<file path="src/rtl/fsm_counter_arbiter.sv">
// Round-robin arbiter that drives the 4-bit command counter's `w` input with
// length-N bursts from two requesters. Define FSM_ARB_FIXED_PRIO_EN for fixed priority.
module fsm_counter_arbiter #(
  parameter int unsigned LEN_W = 4
) (
  input  logic             clock,
  input  logic             reset,
  input  logic             req0,
  input  logic             req1,
  input  logic [1:0]       cmd0,
  input  logic [1:0]       cmd1,
  input  logic [LEN_W-1:0] len0,
  input  logic [LEN_W-1:0] len1,
  output logic             gnt0,
  output logic             gnt1,
  output logic             done0,
  output logic             done1,
  output logic [1:0]       w,
  output logic             busy
);

  typedef enum logic [1:0] {StIdle, StGrant, StIssue, StDone} state_e;

  state_e           state_q, state_d;
  logic             owner_q, owner_d;
  logic [1:0]       cmd_q, cmd_d;
  logic [LEN_W-1:0] cnt_q, cnt_d;
  logic             pick;

`ifdef FSM_ARB_FIXED_PRIO_EN
  // Requester 0 wins every tie.
  always_comb begin
    pick = ~req0;
  end
`else
  logic last_q, last_d;

  // On a tie the requester not granted last wins.
  always_comb begin
    pick = ~req0;
    if (req0 && req1) begin
      pick = ~last_q;
    end
  end
`endif

  always_comb begin
    state_d = state_q;
    owner_d = owner_q;
    cmd_d   = cmd_q;
    cnt_d   = cnt_q;
`ifndef FSM_ARB_FIXED_PRIO_EN
    last_d  = last_q;
`endif
    unique case (state_q)
      StIdle: begin
        if (req0 || req1) begin
          owner_d = pick;
          state_d = StGrant;
        end
      end
      StGrant: begin
        cmd_d   = owner_q ? cmd1 : cmd0;
        cnt_d   = owner_q ? len1 : len0;
        state_d = (cnt_d == '0) ? StDone : StIssue;
      end
      StIssue: begin
        cnt_d = cnt_q - LEN_W'(1);
        if (cnt_q == LEN_W'(1)) begin
          state_d = StDone;
        end
      end
      StDone: begin
`ifndef FSM_ARB_FIXED_PRIO_EN
        last_d  = owner_q;
`endif
        state_d = StIdle;
      end
      default: state_d = StIdle;
    endcase
  end

  always_ff @(posedge clock or negedge reset) begin
    if (!reset) begin
      state_q <= StIdle;
      owner_q <= 1'b0;
      cmd_q   <= 2'd0;
      cnt_q   <= '0;
`ifndef FSM_ARB_FIXED_PRIO_EN
      last_q  <= 1'b1;
`endif
    end else begin
      state_q <= state_d;
      owner_q <= owner_d;
      cmd_q   <= cmd_d;
      cnt_q   <= cnt_d;
`ifndef FSM_ARB_FIXED_PRIO_EN
      last_q  <= last_d;
`endif
    end
  end

  always_comb begin
    gnt0  = (state_q == StGrant) && !owner_q;
    gnt1  = (state_q == StGrant) && owner_q;
    done0 = (state_q == StDone) && !owner_q;
    done1 = (state_q == StDone) && owner_q;
    w     = (state_q == StIssue) ? cmd_q : 2'd0;
    busy  = (state_q != StIdle);
  end

endmodule

</file>
<file path="config.mk">
export PLATFORM = sky130hd
export DESIGN_NAME = fsm_counter_arbiter
export DESIGN_NICKNAME = d
export VERILOG_FILES = /design/src/rtl/fsm_counter_arbiter.sv
export SDC_FILE = /design/constraint.sdc
export NUM_CORES = 1
export LEC_CHECK = 0
export BUFFER_PORTS_ARGS = -buffer_cell sky130_fd_sc_hd__buf_2
export CAP_MARGIN = 20
export CORE_UTILIZATION = 50
export DETAILED_ROUTE_END_ITERATION = 16
export PLACE_DENSITY = 0.79
export SYNTH_ARGS = -nofsm -noshare
export SYNTH_HDL_FRONTEND = slang
export SYNTH_SLANG_ARGS = --single-unit
</file>
<file path="constraint.sdc">
create_clock -name clock -period 3.41 [get_ports clock]
set_input_delay 0.682 -clock clock [delete_from_list [all_inputs] [get_ports clock]]
set_output_delay 0.682 -clock clock [all_outputs]
set_load 0.02 [all_outputs]
</file>
==> results.sh <==
export IMPL_detail_route_drc_violations=0
export IMPL_grt_ovfl_total=0
export IMPL_cap_viol_max_count=0
export IMPL_synth_top_cells_by_area="sky130_fd_sc_hd__dfrtp_1, sky130_fd_sc_hd__ha_1, sky130_fd_sc_hd__mux2_2"
export IMPL_final_period_utilization_pct=61.89
export IMPL_final_common_cell="sky130_fd_sc_hd__buf_2"
export IMPL_dpl_cell_count=102
export IMPL_postSynthRegisterBits=10
export IMPL_clock_fmax_mhz=473.8
export IMPL_global_route_usage_met2_pct=39.41
export IMPL_final_antenna_net_count=0
export IMPL_chip_height_um=38.35
export IMPL_multiInputGateArea_um2=371.6
export IMPL_capturing_point_of_the_worst_reg2reg_path="state_q[0]$_DFFE_PN0P_"
export IMPL_p_sw_share_pct=45.66
export IMPL_cts_sinks=10
export IMPL_max_vdd_ir_drop_mv=0.5665
export IMPL_path_buf_inv=2
export IMPL_nFillCells=111
export IMPL_gr_usage_met3_pct=5.233
export IMPL_final_net_count=115
export IMPL_grt_pass1_vias=532
export IMPL_syn_nets=91
export IMPL_layout_drive_gt1_share_pct=33.70
export IMPL_path_cells="inv_1 -> ha_1 -> and2_1 -> buf_2"
export IMPL_postPlaceCellArea_um2=769.5
export IMPL_synthCells=69
export IMPL_clock_power_share_pct=10.6
export IMPL_diodes=0
export IMPL_rsz0062_at_grt="no"
export IMPL_leakage_uw=0.0003940
export IMPL_share_of_the_synthesized_area_in_the_top_cell_type_pct=34.09
export IMPL_setup_total_negative_slack_ns=0
export IMPL_finalCriticalPeriod_ns=2.110
export IMPL_floorplan_die_width_um=38.35
export IMPL_areaGrowthSynthToFinish_pct=20.45
export IMPL_largest_net_degree_at_the_start_of_global_routing=13
export IMPL_synth_top_area_cell="sky130_fd_sc_hd__dfrtp_1"
export IMPL_grt_antenna_before_repair=0
export IMPL_tritoncts_clock_tree="yes"
export IMPL_final_area_um2=795.8
export IMPL_crit_cells=4
export IMPL_setup_repair_bufs_after_cts=0
export IMPL_share_comb_of_total_power_pct=57.5
export IMPL_startpoint_of_the_most_critical_register_to_register_path="owner_q$_DFFE_PN0P_"
export IMPL_post_route_insts_no_fill=106
export IMPL_number_of_top_level_pins=23
export IMPL_detailroute_via_count=591
export IMPL_outcome="finished clean"
export IMPL_crit_path_start_kind="flop"
export IMPL_synthesis_area_um2=660.6
export IMPL_worst_setup_slack_for_register_to_register_paths_ns=1.77
export IMPL_synth_warning_count=0
export IMPL_worst_endpoint_required_ns=2.73
export IMPL_worst_r2r_path_depth=4
export IMPL_syn_mean_instance_area_um2=9.574
export IMPL_report_final_hold_viol_count=0
export IMPL_first_iter_violations=22
export IMPL_worst_slew_pin_slew_ns=0.4505
export IMPL_wl_per_cell_um=12.87
export IMPL_clock_tree_root_cell="sky130_fd_sc_hd__clkbuf_4"
export IMPL_port_buffer_count=22
export IMPL_placer_congestion_estimate=0.6944
export IMPL_seq_area_um2=251.5
export IMPL_cp_slowest_cell="sky130_fd_sc_hd__dfrtp_1"
export IMPL_row_count=12
export IMPL_effective_utilization_at_floorplan_pct=56.41
export IMPL_cp_top_family="flip-flops"
export IMPL_worstPathArrival_ns=1.43
export IMPL_core_region_um2=1171
export IMPL_p_int_uw=434.6
export IMPL_drt_pass1_iter_count=4
export IMPL_worst_hold_path_type="input pin to asynchronous set/reset pin"
export IMPL_ctsHtreeMaxLevel=1
export IMPL_groute_usage_overall_pct=22.78
export IMPL_synth_sequential_area_ratio_pct=38.07
export IMPL_seq_power_share_pct=31.8
export IMPL_wirelength_um=1364
export IMPL_cts_reportedPaths_clkPinSlew_ns=0.08
export IMPL_skew_ns=0.01428
export IMPL_cp_end_kind="output pin"
export IMPL_power_density_nw_per_um2=1005
export IMPL_clock_tree_buffer_depth=2
export IMPL_maximum_fanout_encountered_on_the_critical_timing_path=9
export IMPL_cts_buffers=3
export IMPL_grt_busiest_layer="met2"
export IMPL_critical_path_max_stage_delay_ns=0.42
export IMPL_worst_slew_margin_rel_pct=69.96
export IMPL_layout_common_cells="sky130_fd_sc_hd__buf_2, sky130_fd_sc_hd__dfrtp_1, sky130_fd_sc_hd__ha_1"
export IMPL_final_setup_viol_count=0
export IMPL_post_cts_hold_buffer_count=0
export IMPL_switchingPower_uw=365.1
export IMPL_cts_repair_resized=0
export IMPL_first_pass_grt_wire_length_um=2235
export IMPL_via_per_inst=5.575
export IMPL_global_route_usage_met1_pct=26.35
export IMPL_yosysUniqueCellTypes=25
export IMPL_worst_setup_path_type="flop to output pin"
export IMPL_worstSkewPairLatency_ns=0.26
export IMPL_dieArea_um2=1471
export IMPL_timing_max_transition_violations_final=0
export IMPL_detailed_placement_wirelength_estimate_um=1066
[final cells by class]
class / count / share of cell area [%]
inverters: 5 / 2.358
well taps: 14 / 2.201
flip-flops and latches: 10 / 31.60
repair buffers: 22 / 13.84
multi-input cells: 51 / 46.70
clock buffers: 4 / 3.302
[registers in the layout, summed over array words and instances, names as in the netlist]
name,cells
last_q,1
owner_q,1
cnt_q,4
state_q,2
cmd_q,2
[stage by stage]
stage               hold slack, ns  utilization [%]  worst slack, ns  total power [uW]
floorplan                   0.3864                -            1.617             605.6
global placement            0.5109            65.71            1.616             694.2
detailed placement          0.5203            65.71            1.567             716.5
CTS                         0.2685            67.95            1.287             806.6
global route                0.2710            67.95            1.217             865.8
finish                      0.2640            67.95            1.300             799.8
[kinds of logic (layout without fill, tap and decap cells)]
logic type	Yosys count	count (layout)	share of synthesized area, %
flip-flops	10	10	38.07
buffers and inverters	8	31	5.682
AND/OR/NAND/NOR	22	22	17.05
adder cells (fa/ha/maj)	6	6	11.36
AO/OA/AOI/OAI	16	16	15.91
multiplexers	7	7	11.93
[how the worst max path moves through the flow]
| stage | from | endpoint | slack [ns] |
|---|---|---|---|
| CTS | state_q[0]$_DFFE_PN0P_ | w[1] | 1.29 |
| detailed placement | state_q[0]$_DFFE_PN0P_ | w[1] | 1.57 |
| floorplan | state_q[0]$_DFFE_PN0P_ | w[0] | 1.62 |
| global route | state_q[0]$_DFFE_PN0P_ | w[1] | 1.22 |
| global placement | state_q[0]$_DFFE_PN0P_ | w[0] | 1.62 |
| finish | state_q[0]$_DFFE_PN0P_ | w[1] | 1.30 |
[routing by layer]
layer | vias up | wire [um]
li1 | 289 | -
met1 | 287 | 579
met2 | 13 | 720
met3 | 2 | 45
met4 | 0 | 19
met5 | - | 0
[power by group through the flow]
stage               clock network (uW)  logic [uW]  registers, uW
floorplan                            0         378            227
CTS                               88.4         464            255
global placement                     0         440            255
detailed placement                   0         459            257
finish                            85.1         460            255
global route                      92.7         508            265
[synthesized netlist by cell type, drive strengths merged]
master and instances:
a32o 1, a41oi 1, clkbuf 2, mux2 4
inv 5, a22oi 1, nor3 2, a21oi 5
o21ai 4, dfstp 1, mux2i 3, o211ai 1
nor2 3, buf 1, ha 6, or3b 1
nand2b 1, nand2 5, nand3 4, and2 4
o221ai 1, nor2b 2, dfrtp 9, o22ai 2
(Power assumes the default switching activity.)
